[src/rtl/uart_tx_serializer_pkg.sv]
// -----------------------------------------------------------------------------
// uart_tx_serializer_pkg
//   Shared UART definitions: FSM state encodings (3-bit constants so the RX
//   side and older code can use the same numbering), the idle line level and
//   the legal ranges for the frame-format parameters.
// -----------------------------------------------------------------------------
package uart_tx_serializer_pkg;

    // Frame FSM state encodings
    localparam logic [2:0] ST_IDLE   = 3'd0;
    localparam logic [2:0] ST_SYNC   = 3'd1;
    localparam logic [2:0] ST_START  = 3'd2;
    localparam logic [2:0] ST_DATA   = 3'd3;
    localparam logic [2:0] ST_PARITY = 3'd4;
    localparam logic [2:0] ST_STOP   = 3'd5;

    // Level of an idle / stop-bit UART line
    localparam logic UART_IDLE_LEVEL = 1'b1;

    // Legal frame-format ranges
    localparam int DATA_BITS_MIN = 5;
    localparam int DATA_BITS_MAX = 8;
    localparam int STOP_BITS_MIN = 1;
    localparam int STOP_BITS_MAX = 2;

endpackage

[src/rtl/uart_tx_shreg.sv]
// -----------------------------------------------------------------------------
// uart_tx_shreg
//   Load/shift-right register for the UART transmitter payload.
//   Ports:
//     clk        in   system clock
//     rst        in   synchronous active-high reset (clears the register)
//     load_i     in   load data_i (has priority over shift_i)
//     shift_i    in   shift right by one, zero fill from the top
//     data_i     in   WIDTH-bit parallel load value
//     lsb_next_o out  bit 0 of the value the register takes on the next edge
//   The look-ahead LSB lets the parent register its serial output so that it
//   shows the new bit in the very cycle the shift lands.
// -----------------------------------------------------------------------------
module uart_tx_shreg #(
    parameter int WIDTH = 8
) (
    input  logic             clk,
    input  logic             rst,
    input  logic             load_i,
    input  logic             shift_i,
    input  logic [WIDTH-1:0] data_i,
    output logic             lsb_next_o
);

    logic [WIDTH-1:0] shreg_q;
    logic [WIDTH-1:0] shreg_d;
    logic [WIDTH-1:0] shifted;

    generate
        for (genvar gi = 0; gi < WIDTH; gi++) begin : g_shift
            if (gi == WIDTH - 1) begin : g_top
                assign shifted[gi] = 1'b0;
            end else begin : g_mid
                assign shifted[gi] = shreg_q[gi+1];
            end
        end
    endgenerate

    always_comb begin
        shreg_d = shreg_q;
        if (load_i) begin
            shreg_d = data_i;
        end else if (shift_i) begin
            shreg_d = shifted;
        end
    end

    always_ff @(posedge clk) begin
        if (rst) begin
            shreg_q <= '0;
        end else begin
            shreg_q <= shreg_d;
        end
    end

    assign lsb_next_o = shreg_d[0];

endmodule

[src/rtl/uart_tx_serializer.sv]
// -----------------------------------------------------------------------------
// uart_tx_serializer
//   UART transmit stage. Accepts a word on a valid/ready handshake and sends it
//   LSB-first as: start(0), DATA_BITS data bits, optional parity, STOP_BITS
//   stop bits(1). Each bit lasts one period of the external baud strobe.
//   Build option: define UART_TX_PARITY_EN to insert a parity bit
//   (XOR of the data, inverted when PARITY_ODD=1). Undefined: no parity.
//   Ports:
//     clk       in   system clock
//     rst       in   synchronous active-high reset, aborts any frame
//     tick      in   one-cycle baud strobe per bit period
//     tx_data   in   word to send, captured on handshake
//     tx_valid  in   tx_data valid
//     tx_ready  out  high only while idle
//     tx        out  registered serial line, idle high
//     busy      out  frame in progress
//     tx_done   out  one-cycle pulse on the tick that ends the last stop bit
// -----------------------------------------------------------------------------
module uart_tx_serializer
    import uart_tx_serializer_pkg::*;
#(
    parameter int DATA_BITS  = 8,
    parameter int STOP_BITS  = 1,
    parameter bit PARITY_ODD = 1'b0
) (
    input  logic                 clk,
    input  logic                 rst,
    input  logic                 tick,
    input  logic [DATA_BITS-1:0] tx_data,
    input  logic                 tx_valid,
    output logic                 tx_ready,
    output logic                 tx,
    output logic                 busy,
    output logic                 tx_done
);

    localparam int CNT_W = $clog2(DATA_BITS);
    localparam logic [CNT_W-1:0] BIT_LAST  = CNT_W'(DATA_BITS - 1);
    localparam logic             STOP_LAST = 1'(STOP_BITS - 1);

    logic [2:0]       state_q, state_d;
    logic [CNT_W-1:0] bit_cnt_q, bit_cnt_d;
    logic             stop_cnt_q, stop_cnt_d;
    logic             tx_q, tx_d;
    logic             accept;
    logic             shift;
    logic             lsb_next;

    assign accept = tx_valid && (state_q == ST_IDLE);
    assign shift  = (state_q == ST_DATA) && tick;

    uart_tx_shreg #(
        .WIDTH(DATA_BITS)
    ) u_shreg (
        .clk       (clk),
        .rst       (rst),
        .load_i    (accept),
        .shift_i   (shift),
        .data_i    (tx_data),
        .lsb_next_o(lsb_next)
    );

`ifdef UART_TX_PARITY_EN
    logic parity_q;

    // Parity is fixed at accept time, so the shift register is free to shift.
    always_ff @(posedge clk) begin
        if (rst) begin
            parity_q <= 1'b0;
        end else if (accept) begin
            parity_q <= (^tx_data) ^ PARITY_ODD;
        end
    end
`else
    // Parity sense has no effect when the parity bit is not generated.
    localparam bit parity_odd_unused = PARITY_ODD;
`endif

    always_comb begin
        state_d    = state_q;
        bit_cnt_d  = bit_cnt_q;
        stop_cnt_d = stop_cnt_q;
        case (state_q)
            ST_IDLE: begin
                bit_cnt_d  = '0;
                stop_cnt_d = 1'b0;
                // A tick in the accept cycle is ignored: SYNC waits for the
                // next one so the start bit always lasts a full period.
                if (accept) begin
                    state_d = ST_SYNC;
                end
            end
            ST_SYNC: begin
                if (tick) begin
                    state_d = ST_START;
                end
            end
            ST_START: begin
                if (tick) begin
                    state_d   = ST_DATA;
                    bit_cnt_d = '0;
                end
            end
            ST_DATA: begin
                if (tick) begin
                    if (bit_cnt_q == BIT_LAST) begin
`ifdef UART_TX_PARITY_EN
                        state_d = ST_PARITY;
`else
                        state_d = ST_STOP;
`endif
                    end else begin
                        bit_cnt_d = bit_cnt_q + 1'b1;
                    end
                end
            end
`ifdef UART_TX_PARITY_EN
            ST_PARITY: begin
                if (tick) begin
                    state_d = ST_STOP;
                end
            end
`endif
            ST_STOP: begin
                if (tick) begin
                    if (stop_cnt_q == STOP_LAST) begin
                        state_d = ST_IDLE;
                    end else begin
                        stop_cnt_d = stop_cnt_q + 1'b1;
                    end
                end
            end
            default: begin
                state_d = ST_IDLE;
            end
        endcase
    end

    // Line level is decoded from the next state so tx is a clean register
    // that changes exactly on the edge that samples the tick.
    always_comb begin
        tx_d = UART_IDLE_LEVEL;
        case (state_d)
            ST_START:  tx_d = 1'b0;
            ST_DATA:   tx_d = lsb_next;
`ifdef UART_TX_PARITY_EN
            ST_PARITY: tx_d = parity_q;
`endif
            default:   tx_d = UART_IDLE_LEVEL;
        endcase
    end

    always_ff @(posedge clk) begin
        if (rst) begin
            state_q    <= ST_IDLE;
            bit_cnt_q  <= '0;
            stop_cnt_q <= 1'b0;
            tx_q       <= UART_IDLE_LEVEL;
        end else begin
            state_q    <= state_d;
            bit_cnt_q  <= bit_cnt_d;
            stop_cnt_q <= stop_cnt_d;
            tx_q       <= tx_d;
        end
    end

    assign tx       = tx_q;
    assign tx_ready = (state_q == ST_IDLE);
    assign busy     = (state_q != ST_IDLE);
    // Pulses on the tick that closes the last stop bit; tx_ready follows next cycle.
    assign tx_done  = (state_q == ST_STOP) && tick && (stop_cnt_q == STOP_LAST);

endmodule

[config.mk]
export PLATFORM = sky130hd
export DESIGN_NAME = uart_tx_serializer
export DESIGN_NICKNAME = d
export VERILOG_FILES = /design/src/rtl/uart_tx_serializer_pkg.sv /design/src/rtl/uart_tx_shreg.sv /design/src/rtl/uart_tx_serializer.sv
export SDC_FILE = /design/constraint.sdc
export NUM_CORES = 1
export LEC_CHECK = 0
export BUFFER_PORTS_ARGS = -buffer_cell sky130_fd_sc_hd__buf_2
export CORE_MARGIN = 2
export CORE_UTILIZATION = 25
export CTS_BUF_LIST = sky130_fd_sc_hd__clkbuf_4
export DETAILED_ROUTE_END_ITERATION = 7
export GPL_TIMING_DRIVEN = 0
export SLEW_MARGIN = 10
export SYNTH_ARGS = -nofsm -noshare
export SYNTH_HDL_FRONTEND = slang
export SYNTH_HIERARCHICAL = 1
export SYNTH_SLANG_ARGS = --single-unit
[constraint.sdc]
create_clock -name clk -period 2.3 [get_ports clk]
set_input_delay 0.46 -clock clk [delete_from_list [all_inputs] [get_ports clk]]
set_output_delay 0.46 -clock clk [all_outputs]
set_load 0.02 [all_outputs]
* Yosys cells after proc, flatten, opt, wreduce, memory -nomap -nowiden
Cells that the tools add are included.
** Operators by class
- Divide/modulo/power cells :: 0
- Eq/ne operators :: 11
- Order comparisons :: 0
- Add/sub/neg operators :: 2
- Multiplexer cells :: 18
- Reduce and logical (&&, ||, !) cells :: 11
- Bitwise operators :: 1
- $mul :: 0
- Shifts and indexed selects :: 0
** Operators by type and width (count)
- $mux 3 :: 10
- $mux 8 :: 2
- $pmux 3 s5 :: 1
- $eq 3x2->1 const B :: 4
- $pmux 3 s3 :: 1
- $ne 2x2->1 const B :: 4
- $eq 3x3->1 const B :: 2
- $reduce_bool 3->1 :: 2
- $logic_and 1x1->1 :: 4
- $pmux 1 s2 :: 2
- $reduce_and 4->1 :: 1
- $reduce_bool 2->1 :: 2
- $add 3x1->3 const B :: 1
- $eq 3x1->1 const B :: 1
- $logic_not 3->1 :: 1
- $mux 1 :: 2
- $reduce_and 2->1 :: 1
- $add 1x1->1 const B :: 1
- $not 1->1 :: 1
** Storage, ports and cells
- ROM bits :: 0
- Register bits after elaboration :: 16
- Logic and storage cells :: 49
- Memories kept :: 0
- Output and inout bits :: 4
- RAM bits :: 0
- Bits in latches :: 0
- Bits of input ports :: 12

* Depth between registers and ports, before layout
Gate-level depths: netlist of run 1.
- Word-level depth :: 6
- Gate-level depth with buffers :: 9
- Gate-level depth less buffers :: 7

* Cells and area by module
The synthesis of run 1 kept the hierarchy.
** By module, submodules not included
- uart_tx_serializer :: sequential area each 140.1 µm², cells each 45, times used 1, area an instance 457.9 µm²
- uart_tx_shreg :: sequential area each 160.2 µm², cells each 37, times used 1, area an instance 372.9 µm²

* Worst setup path before layout of run 1
No wires, ideal clock.
- Path kind :: flip-flop to flip-flop
- Start :: register state_q[2]
- End :: register tx_q, in the netlist tx
- Path buffers :: 2
- Period minus slack after synthesis :: 1801 ps
- Data required time :: 2213 ps
- Library setup time :: 87 ps
- Slack :: 499 ps
- Stages on the path, launching flop included :: 10
- Arrival time :: 1714 ps
- Cells stage by stage :: dfxtp_1 buf_6 or3_4 inv_1 and2_1 buf_2 inv_2 a21oi_1 nand2_1 o31ai_1
** On the way
- Elaborated cells on any way between the ends :: 20
- Those cells by class :: 6 x eq/ne; 11 x mux; 3 x reduce/logical
** RTL lines
- start, declared :: RTL line uart_tx_serializer.sv:41 : logic [2:0] state_q, state_d;
- start signal, assigned :: RTL line uart_tx_serializer.sv:160 : state_q <= state_d;
- $logic_not 3->1
- named net tx_ready :: RTL line uart_tx_serializer.sv:31 : output logic tx_ready,
- $logic_and 1x1->1 :: RTL line uart_tx_serializer.sv:49 : assign accept = tx_valid && (state_q == ST_IDLE);
- named net accept :: RTL line uart_tx_serializer.sv:45 : logic accept;
- $mux 8 :: RTL line uart_tx_shreg.sv:41 : if (load_i) begin
- named net lsb_next :: RTL line uart_tx_serializer.sv:47 : logic lsb_next;
- $pmux 1 s2 :: RTL line uart_tx_serializer.sv:143 : case (state_d)
- end signal, assigned :: RTL line uart_tx_serializer.sv:163 : tx_q <= tx_d;
- end, declared :: RTL line uart_tx_serializer.sv:44 : logic tx_q, tx_d;
The timed path passes the listed nets, and every way through them passes these cells. The select of a mux whose other input is x is not followed.
A chain may end at the register's enable or synchronous reset.

* Final worst setup path of run 1
- Start :: register state_q[1]
- End :: output port tx_ready
** On the way
- Word-level cells in the longest chain between the ends :: 1
** RTL lines
- $logic_not 3->1 :: RTL line uart_tx_serializer.sv:168 : assign tx_ready = (state_q == ST_IDLE);
- end, declared :: RTL line uart_tx_serializer.sv:31
Every way passes these cells.

==> flow_summary_export.csv, run 1 <==
group,metric,value,unit
status,status,"finished clean",
sta,fin_crit_sh,80.6,%
setup_path,worst_ep_arrival_time,1.39,ns
job,maxCapViolCount,0,
finish,fillers,348,
setup_path,cpPeakStageDelay,0.35,ns
placement,gp_congestion,0.732,
cts,htreeDepth,1,
cts,clkLatencyLatePin,0.29,ns
setup_path,path_class,"register to output pin",
cts,cts.clk_slew.worst_paths,0.10,ns
cts,clockBufferDepth,2,
detailed_routing,route.met2.wl,755,um
detailed_routing,drt-total-wl,1650,um
setup_path,critPathBufInv,3,
detailed_routing,drc_errors,0,
synth,syn_nets,96,
synth,synth_area_per_cell,10.1,um2
finish,fin_area,988,um2
placement,dp_hpwl,1230,um
synth,synthArstFlopShare,0,%
floorplan,die_h,61.6,um
sta,setup_viol,0,
cts,ctsHoldBuffers,0,
setup_path,cp_max_fo,10,
cts,ctsResizeCount,0,
finish,synthToLayoutAreaGrowth,19.0,%
synth,syn_area,831,um2
detailed_routing,drt-vias-per-instance,4.48,
sta,hold_viol_final,0,
cts,cts_buffers,3,
floorplan,coreArea,0.00310,mm2
floorplan,die_x,61.6,um
sta,slew_violations,0,
grt,grt_pass1_vias,625,
synth,ys_seq_area_share,36.1,%
setup_path,worstSetupEndpointType,"output pin",
grt,grt_usage,9.65,%
detailed_routing,wl_met3,102,um
detailed_routing,dr.max_layer_used,"met4",
synth,ys_seq_elements,15,
finish,diodes,0,
sta,clock_skew,0.00636,ns
sta,min_period,1.85,ns
power,powerDensity,563,mW/mm2
finish,nets,116,
hold_path,worstHoldPathType,"input pin to register",
setup_path,slowest_stage,"dfxtp_1",
setup_path,required,1.84,ns
sta,max_slew_margin,76.8,%
detailed_routing,first_iter_violations,30,
detailed_routing,num_vias,649,
setup_path,cp_cell_sequence,"buf_4 > or3_4 > inv_1 > buf_2",
cts,post-cts-setup-buffers,0,
sta,fin_tns_setup,0,ns
detailed_routing,postRouteAntennaNets,0,
finish,drive_gt1_share,32.7,%
placement,dpl_cell_area,961,um2
detailed_routing,wl_per_cell,11.4,um
setup_path,crit_family,"buffers and inverters",
power,leakage,0.389,nW
sta,max_freq,0.539,GHz
cts,cts_tree,"built",
grt,antenna_found_initial,0,
synth,synth-main-ff-cell,"dfxtp_1",
sta,rsz0062_at_grt,"no",
floorplan,std_cell_rows,20,
setup_path,ff2ff_setup_slack,0.50,ns
synth,yosys_warnings,6,
detailed_routing,first_pass_iters,5,
floorplan,fp.dieArea,0.00380,mm2
floorplan,initial_core_util,26.8,%
cts,cts.sinks,15,
synth,netlist_instances,82,
sta,fin_hold_ws,0.422,ns
synth,synth_edf_count,0,
grt,grt_max_degree,11,
synth,synth.distinct_cells,30,
cts,cts-root-buf,"clkbuf_4",
sta,worst_pin_slew,0.347,ns
power,power,0.000556,W
power,ir_drop,0.209,mV
grt,gr-total-overflow,0,
placement,io_buffers,15,
grt,grt_pass1_wl,2690,um
setup_path,worstSetupStartpointType,"register",
detailed_routing,met1_length,769,um
floorplan,ios,16,
-- cell families (layout without fill, tap and decap cells) --
| logic type | after synthesis | in the layout | share of synthesized area [%] |
|---|---|---|---|
| buf+inv | 10 | 29 | 7.08 |
| mux | 10 | 10 | 12.0 |
| simple gates | 30 | 30 | 25.2 |
| compound gates | 15 | 15 | 16.6 |
| flops | 15 | 15 | 36.1 |
| fa+ha+maj | 2 | 2 | 3.01 |
-- cell usage after synthesis (all sizes together), types with 2 or more instances --
| cell type | number | area share [%] |
|---|---|---|
| dfxtp | 15 | 36 |
| mux2i | 10 | 12 |
| nor2b | 8 | 6.0 |
| a211oi | 7 | 6.3 |
| buf | 6 | 5.3 |
| nand2 | 5 | 2.3 |
| nand2b | 5 | 3.8 |
| inv | 4 | 1.8 |
| a21oi | 3 | 1.8 |
| a221oi | 2 | 5.0 |
| and4 | 2 | 2.3 |
| and4b | 2 | 2.4 |
| ha | 2 | 3.0 |
-- worst register-to-register path: stages, from the launching register on --
cell and delay (ns):
dfxtp_1 0.35, buf_4 0.19, or3_4 0.34, inv_1 0.07, and2_1 0.11, buf_2 0.18
inv_2 0.11, a21oi_1 0.14, nand2_1 0.06, o31ai_1 0.17
-- where the power goes --
part | internal (W) | total (W) | leakage (nW) | switching, W
combinational | 0.0000536 | 0.000116 | 0.248 | 0.0000619
clock | 0.0000646 | 0.000154 | 0.0177 | 0.0000898
sequential | 0.000278 | 0.000286 | 0.123 | 0.00000856
-- metrics by stage --
stage | worst slack [ns] | utilization [%] | cells
detailed placement | 0.497 | 31.0 | 141
global route | 0.346 | 31.9 | 145
finish | 0.446 | 31.9 | 145
CTS | 0.438 | 31.9 | 145
floorplan | 0.499 | - | 82
global placement | 0.495 | 31.0 | 141
-- cell usage in the layout, fill, tap and decap left out, drive strengths merged --
cell type and instances:
buf 21, dfxtp 15, mux2i 10, nor2b 8
a211oi 7, nand2b 5, nand2 5, inv 4
a21oi 3, clkbuf 3, and4b 2, ha 2
and4 2, a221oi 2, or3 1, and2 1
a31oi 1, nor3b 1, and4bb 1, nor4 1
nor2 1, and2b 1, o31ai 1, a2111oi 1
clkinv 1, or3b 1
-- worst paths after layout --
check                                  start            endpoint  depth (start not counted)
worst max-delay path              state_q[1]            tx_ready                          4
worst min-delay path              tx_data[7]  u_shreg/shreg_q[7]                          3
worst max register to register    state_q[1]                  tx                          9
worst min register to register  bit_cnt_q[1]        bit_cnt_q[1]                          2
-- area by class of cell --
class                   count  area (um2)  area share (%)
clock inverters             1        5.00           0.506
inverters                   4        15.0            1.52
clock buffers               3        22.5            2.28
well taps                  44        55.1            5.57
plain buffers               6        43.8            4.43
flip-flops and latches     15         300            30.4
repair buffers             15        75.1            7.59
multi-input cells          57         472            47.7
-- routing by layer --
layer  GRT usage [%]  vias to the layer above
met5               0                        -
met4            3.65                        0
met3            3.36                        4
met2            15.8                       22
met1            11.6                      290
li1                -                      333
-- registers in the layout (all words and copies together), names as in the netlist --
name,cells
u_shreg/shreg_q,8
state_q,3
bit_cnt_q,3
tx,1
(Power assumes the default switching activity.)
==> run 2: changes to the inputs <==
- ABC_AREA: not set -> 1
- clock period: 2.3 -> 1.91 ns (I/O delays scaled with it)
==> run 2 against run 1 <==
Compared with the run above:
- clock-buffer cell count did not move
- global-route usage rose by 0.50 points
- critical endpoint is now tx_done
- total power rose by 29%
- highest routed layer unchanged
- critical path depth rose by 1
- design area fell by 1.0%
==> flow_summary_export.csv, run 2 <==
group,metric,value,unit
floorplan,fp.dieArea,0.00376,mm2
floorplan,die_x,61.3,um
detailed_routing,num_vias,760,
placement,dp_cells,187,
synth,syn_nets,142,
setup_path,path_class,"register to output pin",
floorplan,die_h,61.3,um
grt,grt_pass1_wl,2900,um
cts,clockBufferDepth,2,
power,p_sw,0.000232,W
power,combPwrFrac,23.8,%
synth,synth.most_common_cell,"nand2_1",
detailed_routing,drc_errors,0,
setup_path,cp_max_fo,5,
grt,grt_usage,10.1,%
synth,synth-simple-area-share,40.9,%
synth,netlist_instances,128,
finish,top_register,"u_shreg/shreg_q",
floorplan,coreArea,0.00308,mm2
power,ir_drop,0.350,mV
finish,synthToLayoutAreaGrowth,19.2,%
sta,fin_hold_ws,0.336,ns
synth,ys_seq_area_share,36.6,%
synth,synth_common_cells,"nand2_1 (45), inv_1 (19), dfxtp_1 (15), nor2_1 (14), nand3_1 (10)",
hold_path,hp-start,"tx_data[7]",
setup_path,r2r_cells,12,
synth,ys_seq_elements,15,
placement,gp_congestion,0.787,
cts,cts-root-buf,"clkbuf_4",
synth,synth.distinct_cells,18,
sta,rsz0062_at_grt,"no",
sta,max_slew_margin,84.6,%
setup_path,ff2ff_setup_slack,0.35,ns
job,maxCapViolCount,0,
sta,worst_pin_slew,0.230,ns
detailed_routing,first_iter_violations,26,
setup_path,worstSetupEndpointType,"output pin",
floorplan,initial_core_util,26.7,%
sta,max_freq,0.616,GHz
grt,grt_max_degree,12,
synth,yosys.area.top_type,"dfxtp_1",
grt,grt_pass1_vias,709,
synth,yosys_warnings,6,
power,leakage,0.502,nW
hold_path,worstHoldPathType,"input pin to register",
setup_path,worst_ep_arrival_time,1.24,ns
setup_path,worstSetupStartpointType,"register",
detailed_routing,wl_per_cell,8.25,um
detailed_routing,postRouteAntennaNets,0,
finish,final_cell_mix,"nand2_1 (45), inv_1 (19), dfxtp_1 (15), buf_2 (15), nor2_1 (14)",
cts,post-cts-setup-buffers,0,
sta,min_period,1.62,ns
sta,slew_violations,0,
synth,yosysTopAreaCellShare,36.6,%
setup_path,required,1.53,ns
finish,diodes,0,
synth,synth_area_per_cell,6.41,um2
sta,clock_skew,0.00140,ns
status,status,"finished clean",
finish,drive_gt1_share,21.1,%
finish,largest_register_ffs,8,
finish,reg_top3,"u_shreg/shreg_q (8), bit_cnt_q (3), state_q (3)",
sta,fin_crit_sh,85.1,%
hold_path,hold_end,"u_shreg/shreg_q[7]",
placement,dp_hpwl,1150,um
synth,ys_top_cells_by_area,"dfxtp_1 (37%), nand2_1 (21%), inv_1 (8.7%), nor2_1 (6.4%), nand3_1 (6.1%)",
power,p_seq_share,50.2,%
synth,synthArstFlopShare,0,%
floorplan,std_cell_rows,20,
placement,io_buffers,15,
sta,fin_tns_setup,0,ns
placement,dp_slack,0.367,ns
sta,setup_viol,0,
power,power_switching_share,32.3,%
cts,ctsResizeCount,0,
synth,synth_top_family_by_area,"simple AND/OR/NAND/NOR gates",
finish,final_cell_count_no_fill,191,
cts,cts_buffers,3,
power,internal_power,0.000485,W
cts,htreeDepth,1,
sta,hold_viol_final,0,
finish,nets,162,
finish,final_common_cell,"nand2_1",
grt,antenna_found_initial,0,
detailed_routing,drt-total-wl,1580,um
synth,synth_fa_ha_area_share,3.05,%
setup_path,r2r-end,"tx",
sta,setup_ws,0.285,ns
cts,cts.sinks,15,
detailed_routing,drt-vias-per-instance,3.98,
synth,synth_edf_count,0,
synth,synth-main-ff-cell,"dfxtp_1",
cts,clkLatencyLatePin,0.28,ns
synth,synthMuxAreaShare,0,%
cts,ctsHoldBuffers,0,
power,powerDensity,732,mW/mm2
hold_path,hold_path_depth,3,
synth,synth_compound_area_share,6.55,%
setup_path,r2r_start,"state_q[1]",
detailed_routing,first_pass_iters,4,
cts,cts_tree,"built",
cts,cts.clk_slew.worst_paths,0.10,ns
power,power_frac_clock,25.9,%
synth,synth_xor_area_share,0,%
synth,syn_area,821,um2
grt,gr-total-overflow,0,
floorplan,ios,16,
-- run 2: layout make-up --
type / count / area [um2]
fillers: 345 / 2100
multi-input cells: 89 / 414
flip-flops and latches: 15 / 300
inverters: 22 / 87.6
repair buffers: 15 / 75.1
well taps: 44 / 55.1
clock buffers: 3 / 22.5
plain buffers: 2 / 18.8
clock inverters: 1 / 5.00
-- run 2: metal layers --
metal	vias to the layer above	track usage, %	share of wire (%)	routed length, um
met1	307	13.6	51	805
met5	-	0	0	0
met3	4	3.15	5.0	78
li1	429	-	-	-
met2	20	16.3	43	682
met4	0	1.86	0.57	9
-- run 2: worst max path at each step --
stage / from / slack, ns / to
2_1_floorplan: state_q[2] / 0.28 / tx
3_3_place_gp: state_q[1] / 0.35 / tx
3_5_place_dp: state_q[1] / 0.37 / tx
4_1_cts: state_q[0] / 0.28 / tx_done
5_1_grt: state_q[1] / 0.09 / tx
6_report: state_q[0] / 0.29 / tx_done
-- run 2: stage by stage --
stage               cell area [um2]  utilization [%]  total power, W
floorplan                       821                -        0.000493
detailed placement              951             30.9        0.000539
global placement                951             30.9        0.000538
finish                          978             31.8        0.000717
CTS                             978             31.8        0.000730
global route                    978             31.8        0.000774
-- run 2: worst max-delay path, stage by stage (launching register included) --
cell     delay [ns]
dfxtp_1        0.44
inv_2          0.07
nor2_1         0.12
nand2_1        0.08
nor2_1         0.09
buf_2          0.17
-- run 2: cells by family after synthesis --
kind of cell,count (synthesis)
compound gates,10
buf+inv,24
fa+ha+maj,2
simple gates,77
flops,15
-- run 2: power groups by stage --
stage	Combinational, W	Clock (W)	Sequential [W]
2_1_floorplan	0.000128	0	0.000365
3_3_place_gp	0.000171	0	0.000367
3_5_place_dp	0.000172	0	0.000367
4_1_cts	0.000173	0.000197	0.000360
5_1_grt	0.000199	0.000212	0.000364
6_report	0.000171	0.000186	0.000360
==> run 3: changes to the inputs <==
- clock period: 1.91 -> 1.7 ns (I/O delays scaled with it)
==> run 3 against run 2 <==
Compared with the run above:
- hold slack got worse by 0.041 ns
- worst setup slack lost 0.12 ns
- total power up 12%
- die area stayed put
- global-route usage is the same
- highest routed layer is now met3
==> flow_summary_export.csv, run 3 (synthesis results as in run 2) <==
group,metric,value,unit
status,status,"finished clean",
setup_path,path_depth,12,
power,ir_drop,0.392,mV
cts,cts_buffers,3,
power,leakage,0.505,nW
detailed_routing,drt-total-wl,1580,um
sta,fin_hold_ws,0.295,ns
finish,nets,162,
job,maxCapViolCount,0,
grt,grt_max_degree,12,
sta,setup_viol,0,
setup_path,critPathCapture,"tx",
floorplan,die_h,61.3,um
setup_path,critPathBufInv,5,
placement,gp_congestion,0.787,
sta,fin_crit_sh,90.4,%
placement,dp_hpwl,1150,um
power,powerDensity,813,mW/mm2
setup_path,cp_cell_sequence,"nor2_1 > nand2_2 > inv_1 > nand2_1 > inv_1 > buf_6 > inv_6 > or2_1 > nand2_1 > inv_1 > nand2_1 > nand2_1",
finish,final_cell_mix,"nand2_1 (45), inv_1 (19), buf_2 (15)",
floorplan,fp.dieArea,0.00376,mm2
setup_path,r2r_cells,12,
finish,reg_top3,"u_shreg/shreg_q (8), bit_cnt_q (3), state_q (3)",
cts,cts-root-buf,"clkbuf_4",
grt,grt_pass1_wl,2900,um
floorplan,die_x,61.3,um
placement,io_buffers,15,
setup_path,worstSetupStartpointType,"register",
setup_path,r2r_start,"state_q[2]",
setup_path,ff2ff_setup_slack,0.16,ns
setup_path,cp_max_fo,9,
cts,cts.sinks,15,
power,combPwrFrac,24.0,%
power,power_switching_share,32.2,%
cts,htreeDepth,1,
detailed_routing,drt-vias-per-instance,3.98,
cts,clockBufferDepth,2,
power,power,0.000806,W
floorplan,initial_core_util,26.7,%
detailed_routing,postRouteAntennaNets,0,
setup_path,required,1.88,ns
setup_path,worstSetupEndpointType,"register",
detailed_routing,num_vias,760,
grt,antenna_found_initial,0,
grt,grt_pass1_vias,709,
finish,final_common_cell,"nand2_1",
sta,fin_tns_setup,0,ns
setup_path,cpPeakStageDelay,0.36,ns
detailed_routing,first_pass_iters,4,
floorplan,ios,16,
sta,min_period,1.54,ns
finish,largest_register_ffs,8,
power,p_seq_share,50.4,%
cts,cts.clk_slew.worst_paths,0.10,ns
finish,synthToLayoutAreaGrowth,20.7,%
detailed_routing,wl_per_cell,8.27,um
floorplan,coreArea,0.00308,mm2
power,internal_power,0.000547,W
power,power_frac_clock,25.7,%
sta,max_slew_margin,84.6,%
sta,hold_viol_final,0,
detailed_routing,first_iter_violations,26,
sta,worst_pin_slew,0.231,ns
sta,slew_violations,0,
hold_path,worstHoldPathType,"input pin to register",
setup_path,worst_ep_arrival_time,1.72,ns
sta,max_freq,0.650,GHz
finish,top_register,"u_shreg/shreg_q",
setup_path,path_class,"register to register",
power,p_sw,0.000259,W
setup_path,crit_family,"simple AND/OR/NAND/NOR gates",
cts,clkLatencyLatePin,0.28,ns
setup_path,r2r-end,"tx",
finish,drive_gt1_share,23.1,%
cts,post-cts-setup-buffers,0,
sta,rsz0062_at_grt,"no",
grt,gr-total-overflow,0,
cts,cts_tree,"built",
grt,grt_usage,10.1,%
finish,diodes,0,
sta,clock_skew,0.00244,ns
setup_path,crit_start,"state_q[2]",
setup_path,slowest_stage,"dfxtp_2",
setup_path,crit_top_cell,"nand2_1",
detailed_routing,drc_errors,0,
floorplan,std_cell_rows,20,
## run 3: cell type report
| cell class | instances | area [um2] |
|---|---|---|
| Buffer | 2 | 22.5 |
| Clock buffer | 3 | 22.5 |
| Clock inverter | 1 | 5.00 |
| Fill cell | 346 | 2090 |
| Inverter | 22 | 87.6 |
| Multi-Input combinational cell | 89 | 419 |
| Sequential cell | 15 | 304 |
| Tap cell | 44 | 55.1 |
| Timing Repair Buffer | 15 | 75.1 |
## run 3: per-layer routing
metal	wire (um)	up-vias	GRT usage [%]
met3	67	0	3.15
met5	0	-	0
met4	0	0	1.86
met2	726	14	16.3
met1	786	316	13.6
li1	-	430	-
## run 3: worst min path at each step
stage,startpoint,endpoint,slack [ns],cells after the start
floorplan,rst,state_q[1],0.41,1
global placement,u_shreg/shreg_q[7],u_shreg/shreg_q[7],0.45,2
detailed placement,u_shreg/shreg_q[7],u_shreg/shreg_q[7],0.46,2
CTS,tx_data[7],u_shreg/shreg_q[7],0.29,3
global route,tx_data[7],u_shreg/shreg_q[7],0.29,3
finish,tx_data[7],u_shreg/shreg_q[7],0.30,3
## run 3: worst register-to-register path: stages, from the launching register on
cell and delay, ns:
dfxtp_2 0.36, nor2_1 0.13, nand2_2 0.08, inv_1 0.07, nand2_1 0.09, inv_1 0.08
buf_6 0.16, inv_6 0.06, or2_1 0.20, nand2_1 0.09, inv_1 0.04, nand2_1 0.05
nand2_1 0.04
## run 3: stage by stage
step	util [%]	worst slack [ns]	std cells	instance area [um2]
4_1_cts	31.8	0.116	191	978
3_5_place_dp	30.9	0.157	187	951
3_3_place_gp	30.9	0.144	187	951
2_1_floorplan	-	0.0656	128	821
6_report	32.2	0.163	191	991
5_1_grt	32.2	0.00212	191	991
## run 3: power by group through the flow
stage | sequential, W | combinational, W | clock (W)
final | 0.000406 | 0.000193 | 0.000207
after global routing | 0.000410 | 0.000225 | 0.000238
after CTS | 0.000404 | 0.000194 | 0.000222
after detailed placement | 0.000412 | 0.000193 | 0
after global placement | 0.000412 | 0.000192 | 0
after floorplan | 0.000410 | 0.000144 | 0
## run 3: what timing repair did
item | in CTS | in global routing
endpoints found under the setup margin | 0 | 2
gates resized for setup | 0 | 5
hold buffers | 0 | 0
